File: src/rtl/mode_pulse_pkg.sv
// Shared definitions for the mode pulse decoder: mode codes,
// 7-segment digits (active low, {g,f,e,d,c,b,a}) and divider default.
package mode_pulse_pkg;

    localparam logic [1:0] MODE_OFF  = 2'd0;
    localparam logic [1:0] MODE_SLOW = 2'd1;
    localparam logic [1:0] MODE_MED  = 2'd2;
    localparam logic [1:0] MODE_FAST = 2'd3;

    localparam logic [6:0] SEG_OFF  = 7'b1000000;
    localparam logic [6:0] SEG_SLOW = 7'b1111001;
    localparam logic [6:0] SEG_MED  = 7'b0100100;
    localparam logic [6:0] SEG_FAST = 7'b0110000;

    localparam int DIV_BASE_DEFAULT = 4;

    // Burst pattern in the fast mode: periods 0..2 pulse, 3..5 silent.
    localparam int BURST_PERIODS = 6;
    localparam int BURST_ON      = 3;

    function automatic logic [6:0] mode_seg(input logic [1:0] m);
        case (m)
            MODE_OFF:  return SEG_OFF;
            MODE_SLOW: return SEG_SLOW;
            MODE_MED:  return SEG_MED;
            default:   return SEG_FAST;
        endcase
    endfunction

endpackage

File: src/rtl/code_sync.sv
// Two-flop synchronizer for the asynchronous mode code, followed by
// a one-cycle stability register; stable_o flags sync == prev.
module code_sync
    import mode_pulse_pkg::*;
(
    input  logic       clk,
    input  logic       rst_n,
    input  logic [1:0] code_i,
    output logic [1:0] code_o,
    output logic       stable_o
);

    logic [1:0] s1_q, s1_d;
    logic [1:0] s2_q, s2_d;
    logic [1:0] prev_q, prev_d;

    // Shift the raw code through the synchronizer and history stage.
    always_comb begin
        s1_d   = code_i;
        s2_d   = s1_q;
        prev_d = s2_q;
    end

    // Synchronizer and history flops.
    always_ff @(posedge clk or negedge rst_n) begin
        if (!rst_n) begin
            s1_q   <= MODE_OFF;
            s2_q   <= MODE_OFF;
            prev_q <= MODE_OFF;
        end else begin
            s1_q   <= s1_d;
            s2_q   <= s2_d;
            prev_q <= prev_d;
        end
    end

    assign code_o   = s2_q;
    assign stable_o = (s2_q == prev_q);

endmodule

File: src/rtl/mode_pulse_decoder.sv
// Mode decoder: filtered 2-bit code selects a 50% pulse train and a
// 7-segment digit. Define PULSE_BURST_EN for 3-on/3-off fast bursts.
module mode_pulse_decoder
    import mode_pulse_pkg::*;
#(
    parameter int DIV_BASE = DIV_BASE_DEFAULT
) (
    input  logic       clk,
    input  logic       rst_n,
    input  logic       code_a,
    input  logic       code_b,
    output logic [1:0] mode,
    output logic       mode_chg,
    output logic       pulse_out,
    output logic [6:0] seg_n
);

    localparam int PW = DIV_BASE + 2;

    logic [1:0]    sync_code;
    logic          sync_stable;
    logic          upd;

    logic [1:0]    mode_q, mode_d;
    logic          chg_q, chg_d;
    logic [PW-1:0] phase_q, phase_d;
    logic          pulse_q, pulse_d;
    logic [6:0]    seg_q, seg_d;
    logic          pulse_raw;
    logic          burst_mute;

    code_sync u_code_sync (
        .clk      (clk),
        .rst_n    (rst_n),
        .code_i   ({code_b, code_a}),
        .code_o   (sync_code),
        .stable_o (sync_stable)
    );

    // A code seen twice in a row that differs from mode is accepted.
    assign upd = sync_stable && (sync_code != mode_q);

    // Next mode, strobe, digit and phase; phase restarts on every update.
    always_comb begin
        mode_d  = upd ? sync_code : mode_q;
        chg_d   = upd;
        seg_d   = mode_seg(mode_d);
        phase_d = phase_q + PW'(1);
        if (upd || (mode_d == MODE_OFF)) begin
            phase_d = '0;
        end
    end

    // Half-period bit of the phase counter for the selected mode.
    always_comb begin
        pulse_raw = 1'b0;
        case (mode_d)
            MODE_SLOW: pulse_raw = phase_d[PW-1];
            MODE_MED:  pulse_raw = phase_d[PW-2];
            MODE_FAST: pulse_raw = phase_d[PW-3];
            default:   pulse_raw = 1'b0;
        endcase
    end

`ifdef PULSE_BURST_EN
    logic [2:0] idx_q, idx_d;
    logic       period_end;

    // Count fast-mode periods 0..5; muted from index 3 onward.
    always_comb begin
        period_end = &phase_q[DIV_BASE-1:0];
        idx_d      = idx_q;
        if (upd || (mode_d != MODE_FAST)) begin
            idx_d = '0;
        end else if (period_end) begin
            if (idx_q == 3'(BURST_PERIODS - 1)) begin
                idx_d = '0;
            end else begin
                idx_d = idx_q + 3'd1;
            end
        end
    end

    // Burst period index register.
    always_ff @(posedge clk or negedge rst_n) begin
        if (!rst_n) begin
            idx_q <= '0;
        end else begin
            idx_q <= idx_d;
        end
    end

    assign burst_mute = (idx_d >= 3'(BURST_ON));
`else
    assign burst_mute = 1'b0;
`endif

    assign pulse_d = pulse_raw & ~burst_mute;

    // Output and phase registers; reset aborts any pulse at once.
    always_ff @(posedge clk or negedge rst_n) begin
        if (!rst_n) begin
            mode_q  <= MODE_OFF;
            chg_q   <= 1'b0;
            phase_q <= '0;
            pulse_q <= 1'b0;
            seg_q   <= SEG_OFF;
        end else begin
            mode_q  <= mode_d;
            chg_q   <= chg_d;
            phase_q <= phase_d;
            pulse_q <= pulse_d;
            seg_q   <= seg_d;
        end
    end

    assign mode      = mode_q;
    assign mode_chg  = chg_q;
    assign pulse_out = pulse_q;
    assign seg_n     = seg_q;

endmodule

File: config.mk
export PLATFORM = sky130hd
export DESIGN_NAME = mode_pulse_decoder
export DESIGN_NICKNAME = d
export VERILOG_FILES = /design/src/rtl/mode_pulse_pkg.sv /design/src/rtl/code_sync.sv /design/src/rtl/mode_pulse_decoder.sv
export SDC_FILE = /design/constraint.sdc
export NUM_CORES = 1
export LEC_CHECK = 0
export ABC_AREA = 1
export CELL_PAD_IN_SITES_DETAIL_PLACEMENT = 1
export CELL_PAD_IN_SITES_GLOBAL_PLACEMENT = 1
export CORE_MARGIN = 5
export CORE_UTILIZATION = 43
export DETAILED_ROUTE_END_ITERATION = 12
export PLACE_DENSITY_LB_ADDON = 0.12
export SLEW_MARGIN = 15
export SYNTH_ARGS = -nofsm -noshare
export SYNTH_HDL_FRONTEND = slang
export SYNTH_SLANG_ARGS = --single-unit
File: constraint.sdc
create_clock -name clk -period 2.4 [get_ports clk]
set_clock_uncertainty 0.05 [all_clocks]
set_input_delay 0.24 -clock clk [delete_from_list [all_inputs] [get_ports clk]]
set_output_delay 0.24 -clock clk [all_outputs]
set_load 0.05 [all_outputs]
Yosys cells after proc, flatten, opt, wreduce, memory -nomap -nowiden
Index checks and enable logic that the tools add are counted.
{"block": "classes", "reduce_logical": 3, "n_eq_ne": 5, "bitwise_logic": 0, "n_mul": 0, "n_addsub": 1, "div_mod_pow": 0, "n_lt_le_gt_ge": 0, "n_mux": 4, "shift": 0}
{"operator": "$pmux W7 S3", "n": 1}
{"operator": "$add A6 B1 Y6 const B", "n": 1}
{"operator": "$mux W6", "n": 1}
{"operator": "$eq A2 B2 Y1 const B", "n": 2}
{"operator": "$pmux W1 S3", "n": 1}
{"operator": "$eq A2 B1 Y1 const B", "n": 1}
{"operator": "$eq A2 B2 Y1", "n": 1}
{"operator": "$logic_not A2 Y1", "n": 1}
{"operator": "$mux W2", "n": 1}
{"operator": "$ne A2 B2 Y1", "n": 1}
{"operator": "$logic_and A1 B1 Y1", "n": 1}
{"operator": "$logic_or A1 B1 Y1", "n": 1}
{"block": "word_totals", "ramBits": 0, "input_bits": 4, "out_inout_bits": 11, "n_memories": 0, "latch_bits": 0, "romBits": 0, "elab_cells": 21, "regBits": 23}

Depth between registers and ports, before layout
{"block": "logic_depth", "word_depth": 7, "ltp_mapped": 9, "mapped_depth_nobuf": 9}

By module
A second synthesis with hierarchy kept.
{"block": "unflattened", "cells_unflattened": 90, "area_unflattened_um2": 845.8}
{"module": "mode_pulse_decoder", "area_each_um2": 654.4, "n_inst": 1, "seq_area_each_um2": 351.6, "cells_per_inst": 73}
{"module": "code_sync", "area_each_um2": 191.4, "n_inst": 1, "seq_area_each_um2": 150.1, "cells_per_inst": 17}

Worst setup path before layout
OpenSTA, ideal clock, no wires.
{"block": "synth_timing", "path_kind": "register to register", "from": "reg mode_q[0] (netlist: mode[0])", "to": "reg pulse_q (netlist: pulse_out)", "setup_time_ns": 0.069, "t_arrival_ns": 1.228, "period_less_slack_ns": 1.347, "required_time_ns": 2.281, "path_stages_with_launch": 6, "n_path_buf": 0, "setup_slack_ns": 1.053, "cell_sequence": "dfrtp_1 -> xnor2_1 -> nand2_1 -> nand2_4 -> nand4_1 -> nand3_1"}
{"block": "synth_via", "elab_chain_cells": 7, "elab_cells_between_ends": 10, "cone_classes": "4 x eq/ne; 3 x mux; 3 x reduce/logical"}
{"element": "from (decl)", "line": "mode_pulse_decoder.sv:24", "source": "logic [1:0] mode_q, mode_d;"}
{"element": "from (signal assigned)", "line": "mode_pulse_decoder.sv:109", "source": "mode_q <= mode_d;"}
{"element": "$ne A2 B2 Y1", "line": "mode_pulse_decoder.sv:41", "source": "assign upd = sync_stable && (sync_code != mode_q);"}
{"element": "$logic_and A1 B1 Y1", "line": "mode_pulse_decoder.sv:41"}
{"element": "$mux W2", "line": "mode_pulse_decoder.sv:45", "source": "mode_d = upd ? sync_code : mode_q;"}
{"element": "$logic_not A2 Y1", "line": "mode_pulse_decoder.sv:49", "source": "if (upd || (mode_d == MODE_OFF)) begin"}
{"element": "$logic_or A1 B1 Y1", "line": "mode_pulse_decoder.sv:49"}
{"element": "$mux W6", "line": "mode_pulse_decoder.sv:49"}
{"element": "$pmux W1 S3 *", "line": "mode_pulse_decoder.sv:57", "source": "case (mode_d)"}
{"element": "net pulse_d", "line": "mode_pulse_decoder.sv:27", "source": "logic pulse_q, pulse_d;"}
{"element": "to (signal assigned)", "line": "mode_pulse_decoder.sv:112", "source": "pulse_q <= pulse_d;"}
{"element": "to (decl)", "line": "mode_pulse_decoder.sv:27"}
The timed path passes the listed nets; every way through them passes the cells marked *.

Worst setup path after layout
{"block": "layout_timing", "from": "reg seg_q[6] (netlist: seg_n[6])", "to": "out seg_n[6]"}
{"element": "from (decl)", "line": "mode_pulse_decoder.sv:28", "source": "logic [6:0] seg_q, seg_d;"}
{"element": "from (signal assigned)", "line": "mode_pulse_decoder.sv:113", "source": "seg_q <= seg_d;"}
{"element": "to (decl)", "line": "mode_pulse_decoder.sv:15", "source": "output logic [6:0] seg_n"}
No word-level cell between the ends.

==> results.sh <==
export IMPL_outcome="finished clean"
export IMPL_synth_seq_area_share_pct=55.6
export IMPL_num_antenna_cells=0
export IMPL_hold_violations=0
export IMPL_crit_required_ns=2.11
export IMPL_synth_cells_most_frequent="dfrtp_1 (20), inv_1 (12), nand2_1 (12)"
export IMPL_routabilityCongestion=0.713
export IMPL_postRouteAntennaNets=0
export IMPL_layout_drive_gt1_share_pct=29.0
export IMPL_cts_setup_buffers=0
export IMPL_post_route_drc_count=0
export IMPL_power_w=0.000963
export IMPL_grt_pass1_wl_mm=2.68
export IMPL_fin_area_um2=1130
export IMPL_rr_worst_depth=8
export IMPL_wl_mm=1.55
export IMPL_critPathCaptureType="output port"
export IMPL_total_leakage_power_nw=0.563
export IMPL_io_buffers=13
export IMPL_synth_area_um2=947
export IMPL_grt_pass1_vias=626
export IMPL_core_area_um2=2150
export IMPL_track_usage_pct=11.2
export IMPL_setup_ws_ns=0.503
export IMPL_cts_htree_levels=1
export IMPL_cts_sinks=21
export IMPL_clock_fmax_mhz=527
export IMPL_row_count=17
export IMPL_tightest_slew_ns=0.498
export IMPL_placed_area_um2=1100
export IMPL_ir_drop_uv=561
export IMPL_finalSetupViolations=0
export IMPL_wl_per_cell_um=11.4
export IMPL_die_y_um=56.9
export IMPL_powerDensity_nw_per_um2=851
export IMPL_period_minus_slack_ns=1.90
export IMPL_place_hpwl_mm=1.25
export IMPL_cts_root_buf="clkbuf_4"
export IMPL_ys_types=18
export IMPL_whs_ns=0.226
export IMPL_synth_area_top_cells="dfrtp_1 (53%), nand2_4 (5.9%), inv_1 (4.8%), nand2_1 (4.8%), nand2_2 (4.6%)"
export IMPL_start_util_pct=44.1
export IMPL_min_period_over_period_pct=79.1
export IMPL_pin_count=15
export IMPL_cts_hold_buf=0
export IMPL_die_w_um=56.9
export IMPL_path_buf_inv=1
export IMPL_antenna_found_initial=0
export IMPL_fp_dieArea_um2=3240
export IMPL_grt_max_degree=22
export IMPL_cts_buffers=3
export IMPL_nNetsFinal=113
export IMPL_gr_total_overflow=0
export IMPL_async_reset_ff_share_pct=100
export IMPL_dr_pass1_iters=2
export IMPL_synth_flop_cell="dfrtp_1"
export IMPL_clk_insertion_delay_late_ns=0.30
export IMPL_cpPeakStageDelay_ns=0.79
export IMPL_slew_violations=0
export IMPL_netlist_area_leader_share_pct=52.8
export IMPL_vias=615
export IMPL_via_per_inst=4.56
export IMPL_crit_path_top_delay_cell="clkdlybuf4s50_1"
export IMPL_pre_cts_ws_ns=0.831
export IMPL_synth_top_area_cell="dfrtp_1"
export IMPL_synth_avg_cell_area_um2=10.4
export IMPL_slew_headroom_pct=66.7
export IMPL_clock_path_buffers=2
export IMPL_grt_setup_unrepaired="no"
export IMPL_cap_violations=0
export IMPL_area_delta_synth_final_pct=19.4
export IMPL_path_clk_slew_ns=0.11
export IMPL_synth_enable_flop_cells=0
export IMPL_hold_class="primary input to asynchronous set/reset pin"
export IMPL_fin_tns_setup_ns=0
export IMPL_cts_tree="built"
export IMPL_cts_repair_resized=0
export IMPL_yosys_warnings=0
export IMPL_crit_arrival_ns=1.61
export IMPL_worst_setup_path_type="register to output port"
export IMPL_syn_nets=96
export IMPL_cp_start_kind="register"
export IMPL_cp_cell_sequence="clkdlybuf4s50_1"
export IMPL_synth_most_common_cell="dfrtp_1"
export IMPL_path_max_fanout=1
export IMPL_first_iter_violations=4
export IMPL_synthCells=91
export IMPL_crit_cells=1
export IMPL_crit_family="buffers and inverters"
export IMPL_ys_ff_latch=21
## cells by family (layout without fill, tap and decap cells)
kind of cell,after synthesis,after routing,share of synthesized area [%]
AND/OR/NAND/NOR,43,43,28.0
adder cells (fa/ha/maj),1,1,1.32
other,1,1,0.396
flip-flops,21,21,55.6
AO/OA/AOI/OAI,2,2,2.64
XOR/XNOR,4,4,3.70
buffers and inverters,19,35,8.32
## cell type report
cell class                 instances  area (um^2)
tap                               28         35.0
sequential                        21          527
multi-input combinational         51          342
inverter                          17         63.8
fill                             239         1020
timing repair buffer              14          138
clock buffer                       4         26.3
## final timing paths
check / from / to / slack (ns)
worst max-delay path: seg_n[6]$_DFF_PN1_ / seg_n[6] / 0.50
worst min-delay path: rst_n / phase_q[4]$_DFF_PN0_ / 0.23
worst min register to register: u_code_sync.s1_q[0]$_DFF_PN0_ / u_code_sync.code_o[0]$_DFF_PN0_ / 0.32
min in group clk: code_b / u_code_sync.s1_q[1]$_DFF_PN0_ / 0.32
max in group asynchronous: rst_n / seg_n[6]$_DFF_PN1_ / 1.80
worst max register to register: u_code_sync.code_o[0]$_DFF_PN0_ / phase_q[2]$_DFF_PN0_ / 1.04
## routing by layer
layer	part of all wire [%]	wire length [um]	GRT usage (%)	vias up
li1	-	-	-	302
met4	3.0	46	7.95	0
met2	50	770	18.8	14
met5	0	0	0	-
met1	41	640	11.9	295
met3	5.6	87	3.17	4
## registers in the layout (all words and copies together), names as in the netlist
signal and flops:
mode 2, mode_chg 1, phase_q 6, pulse_out 1
seg_n 5, u_code_sync.code_o 2, u_code_sync.prev_q 2, u_code_sync.s1_q 2
## worst reg2reg max path, delay by kind of cell, from the launching register on
family | cells | cell delay [ns]
compound gates | 1 | 0.21
buf+inv | 2 | 0.19
flops | 1 | 0.45
simple gates | 5 | 0.37
## stage by stage
step                      utilization (%)  instances
final                                52.7        135
after global routing                 52.7        135
after CTS                            52.7        135
after detailed placement             51.4        131
after global placement               51.4        131
after floorplan                         -         91
## report_power, final
part / switching [W] / internal (W) / leakage, nW
clock network: 0.0000990 / 0.0000647 / 0.0150
logic: 0.000225 / 0.000120 / 0.289
registers: 0.0000435 / 0.000411 / 0.259
## cells in the final DEF, fill, tap and decap left out, types with 3 or more instances in the layout
cell type / instances
dfrtp_1: 20
inv_2: 5
inv_1: 12
clkdlybuf4s50_1: 13
clkbuf_4: 3
nand4_1: 4
nand2_2: 7
nor2_2: 6
nand2_4: 5
nand3_1: 6
nand2_1: 12
xnor2_1: 4
No activity file was read; power rests on OpenSTA's default activity.
